==> config.mk <==
export PLATFORM = sky130hd
export DESIGN_NAME = pcg_permute_pipe
export DESIGN_NICKNAME = d
export VERILOG_FILES = /design/src/rtl/pcg_permute_pipe.sv
export SDC_FILE = /design/constraint.sdc
export NUM_CORES = 1
export LEC_CHECK = 0
export ABC_AREA = 1
export ABC_CLOCK_PERIOD_IN_PS = 2200
export CORE_ASPECT_RATIO = 1.75
export CORE_MARGIN = 4
export CORE_UTILIZATION = 49
export CTS_CLUSTER_SIZE = 25
export DETAILED_ROUTE_END_ITERATION = 6
export PLACE_DENSITY = 0.78
export SLEW_MARGIN = 10
export SYNTH_ARGS = -nofsm -noshare
export SYNTH_HDL_FRONTEND = slang
export SYNTH_SLANG_ARGS = --single-unit
==> constraint.sdc <==
create_clock -name clk -period 2.2 [get_ports clk]
set_clock_uncertainty 0.15 [all_clocks]
set_input_delay 0.44 -clock clk [delete_from_list [all_inputs] [get_ports clk]]
set_output_delay 0.44 -clock clk [all_outputs]
set_load 0.01 [all_outputs]
==> src/rtl/pcg_permute_pipe.sv <==
// Two-stage PCG output permutation: XSH-RR, XSL-RR or bypass per word.
// Ports: clk/rst, in_* valid/ready state+mode, out_* valid/ready data, out_count.
module pcg_permute_pipe #(
  parameter int STATE_W = 64,
  parameter int OUT_W   = STATE_W / 2,
  parameter int CNT_W   = 32
) (
  input  logic               clk,
  input  logic               rst,
  input  logic               in_valid,
  output logic               in_ready,
  input  logic [STATE_W-1:0] in_state,
  input  logic [1:0]         in_mode,
  output logic               out_valid,
  input  logic               out_ready,
  output logic [OUT_W-1:0]   out_data,
  output logic [CNT_W-1:0]   out_count
);

  localparam int ROT_BITS = $clog2(OUT_W);
  localparam int XS       = (ROT_BITS + OUT_W) / 2;
  localparam int BASE     = STATE_W - OUT_W - ROT_BITS;

  typedef struct packed {
    logic                valid;
    logic [OUT_W-1:0]    word;
    logic [ROT_BITS-1:0] rot;
    logic                en;
  } s1_t;

  s1_t s1;

  logic                adv;
  logic [OUT_W-1:0]    xsh_w;
  logic [OUT_W-1:0]    pre_w;
  logic [ROT_BITS-1:0] pre_r;
  logic                pre_en;
  logic [OUT_W-1:0]    rot_w;

  assign adv      = !out_valid || out_ready;
  assign in_ready = adv;

  // Xorshift then window at BASE; bits whose partner falls
  // past the top of the state xor with zero.
  for (genvar i = 0; i < OUT_W; i++) begin : g_xsh
    if (BASE + i + XS < STATE_W) begin : g_x
      assign xsh_w[i] = in_state[BASE+i] ^ in_state[BASE+i+XS];
    end else begin : g_p
      assign xsh_w[i] = in_state[BASE+i];
    end
  end

  always_comb begin
    pre_r  = in_state[STATE_W-1 -: ROT_BITS];
    pre_w  = in_state[OUT_W-1:0];
    pre_en = 1'b0;
    unique case (1'b1)
      (in_mode == 2'd0): begin
        pre_w  = xsh_w;
        pre_en = 1'b1;
      end
      (in_mode == 2'd1): begin
        pre_w  = in_state[STATE_W-1:OUT_W]
               ^ in_state[OUT_W-1:0];
        pre_en = 1'b1;
      end
      default: ;
    endcase
  end

  // Bit-select rotate; index wraps mod OUT_W, so r = 0
  // is identity with no over-width shift.
  function automatic logic [OUT_W-1:0] rotr(
    input logic [OUT_W-1:0]    w,
    input logic [ROT_BITS-1:0] r
  );
    logic [ROT_BITS-1:0] k;
    rotr = '0;
    for (int i = 0; i < OUT_W; i++) begin
      k       = ROT_BITS'(i) + r;
      rotr[i] = w[k];
    end
  endfunction

  assign rot_w = s1.en ? rotr(s1.word, s1.rot) : s1.word;

  always_ff @(posedge clk or negedge rst) begin
    if (!rst) begin
      s1        <= '0;
      out_valid <= 1'b0;
      out_data  <= '0;
    end else if (adv) begin
      s1.valid  <= in_valid;
      s1.word   <= pre_w;
      s1.rot    <= pre_r;
      s1.en     <= pre_en;
      out_valid <= s1.valid;
      out_data  <= rot_w;
    end
  end

  always_ff @(posedge clk or negedge rst) begin
    if (!rst) begin
      out_count <= '0;
    end else if (out_valid && out_ready) begin
      out_count <= out_count + CNT_W'(1);
    end
  end

endmodule

==> reports/qor.yml <==
ys_types: 35
ys_seq_area_share_pct: 32.7
final_cell_mix: "328 x nand2_1, 232 x nand3_1, 133 x clkdlybuf4s50_1"
whs_path_depth: 2
arrival_ns: 2.24
cts-root-buf: "clkbuf_16"
synth-seq-cells: 104
num-fill-cells: 1489
initial_core_util_pct: 49.8
ff2ff_path_depth: 9
crit_type: "reg -> reg"
path_cells: "inv_2 -> buf_4 -> xor2_1 -> inv_1 -> nand3_1 -> nand2_1 -> nand2_1 -> nand3_1 -> a21oi_1"
cts_max_level: 3
clock-sinks: 104
io_pins: 136
synth_nets: 1261
chipHeight_um: 177
critical_path.max_fanout: 10
max_stage_delay_ns: 0.50
num_vias: 8722
final_common_cell: "nand2_1"
synth_area_mm2: 0.00795
antenna_found_initial: 0
wire_per_inst_um: 19.5
grt_usage_pct: 32.6
grt_pass1_wl_um: 46400
rsz0062_at_grt: "false"
end_kind: "flop"
critPathLaunchType: "flop"
grt_pass1_vias: 8498
syn_to_final_growth_pct: 28.5
num-nets-final: 1423
drt_iter0_markers: 702
synthCells: 1176
slew-limit-headroom_pct: 67.3
finalCriticalPeriod_ns: 2.10
powerDensity_mw_per_mm2: 827
min_period_over_period_pct: 95.3
dp_hpwl_um: 23400
drive_gt1_share_pct: 8.04
grt_max_degree: 75
cts_tree: "done"
clk_latency_ns: 0.36
crit_slowest_cell: "dfrtp_1"
final-hold-violation-count: 0
maxSlewViolCount: 0
wirelength_um: 29800
p_leak_uw: 0.00489
fmaxAchievable_mhz: 477
fp-row-count: 61
ir_worst_vdd_uv: 466
drc: 0
ys.warnings.count: 0
max-cap-violations: 0
dieArea_mm2: 0.0184
status: "completed"
total_power_uw: 8450
fin_setup_tns_ns: 0
path_depth: 9
n_antenna_cell: 0
core_area_mm2: 0.0160
place_congestion: 1.05
setup_violations: 0
dr.pass1.iters: 7
worst_pin_slew_ns: 0.491
regArea_mm2: 0.00260
clk_pin_slew_ns: 0.08
clock_path_buffers: 2
path_buf_inv: 3
fin_util_pct: 64.0
multi_input_area_mm2: 0.00475
io_buffers: 135
cts-buffers-inserted: 9
synth_area_per_cell_um2: 6.76
die_x_um: 104
grt_overflow: 0
avgViaCountPerCell: 5.69
crit_required_ns: 2.34
detail-route-antenna-nets: 0
crit_family: "buffers and inverters"
min_path_type: "reg -> reg"
==> per-stage QoR <==
step	instances	worst slack, ns	hold WS (ns)	area, um2
floorplan	1176	0.0263	-0.00559	7960
global placement	1514	-0.0197	0.281	9880
detailed placement	1514	-0.0311	0.282	9880
CTS	1531	0.00333	0.311	10200
global route	1532	0.00113	0.334	10200
finish	1532	0.104	0.312	10200
==> Yosys cell counts (all sizes together) <==
library cell  count  area (um2)
a21o             13        97.6
a21oi            51         255
a221oi           12         105
a22oi             1        7.51
a41oi            19         166
buf              28         171
clkbuf           24        90.1
dfrtp           104        2600
ha               15         188
inv              95         359
nand2           333        1270
nand3           233        1170
nand3b            2        15.0
nand4             6        52.6
nor2             93         372
nor3              9        77.6
nor3b             3        22.5
nor4              2        12.5
o21a              1        7.51
o21ai            66         330
xnor2            28         245
xor2             38         333
==> cell type report <==
cell class	instances	share of cell area, %
clock buffer	11	2.38
sequential	104	25.5
inverter	95	3.53
timing repair buffer	203	19.4
tap	189	2.31
clock inverter	5	0.392
multi-input combinational	925	46.5
==> cell families after synthesis <==
family | after synthesis | share of synthesized area (%)
compound gates | 163 | 12.2
buf+inv | 147 | 7.80
xor+xnor | 66 | 7.27
simple gates | 681 | 37.6
fa+ha+maj | 15 | 2.36
flops | 104 | 32.7
==> worst register-to-register path: stages (launching register included) <==
cell,delay (ns)
dfrtp_1,0.50
inv_2,0.17
buf_4,0.24
xor2_1,0.33
inv_1,0.16
nand3_1,0.12
nand2_1,0.09
nand2_1,0.07
nand3_1,0.07
a21oi_1,0.14
==> state kept, by name (all words and copies together), names as in the netlist <==
signal and count:
out_data 32, out_count 32, s1 39, out_valid 1
==> worst paths after layout <==
check / from / end / slack [ns]
min in group asynchronous: rst / out_count[0] / 0.43
worst max-delay path: s1[4] / out_data[1] / 0.10
worst min-delay path: s1[38] / out_valid / 0.31
worst min register to register: s1[38] / out_valid / 0.31
max in group asynchronous: rst / out_data[18] / 0.86
worst max register to register: s1[4] / out_data[1] / 0.10
==> power breakdown <==
group | total (uW) | switching [uW] | internal, uW
registers | 2740 | 461 | 2280
clock network | 1600 | 792 | 808
logic | 4110 | 2380 | 1730
total | 8450 | 3630 | 4820
==> repair_timing <==
action,CTS,global route
endpoints found under the setup margin,1,12
gates cloned,0,0
pin swaps,1,3
resized for setup,0,6
buffers inserted,0,1
endpoints found under the hold margin,33,0
hold buffers,1,0
==> layer usage <==
metal  global-route usage (%)  vias to the layer above  part of all wire [%]
met5                        0                        -                     0
met4                     20.0                        0                   6.8
met3                     4.24                      103                   5.3
met2                     59.2                      360                    51
met1                     35.7                     4015                    37
li1                         -                     4244                     -
(Power assumes the default switching activity.)
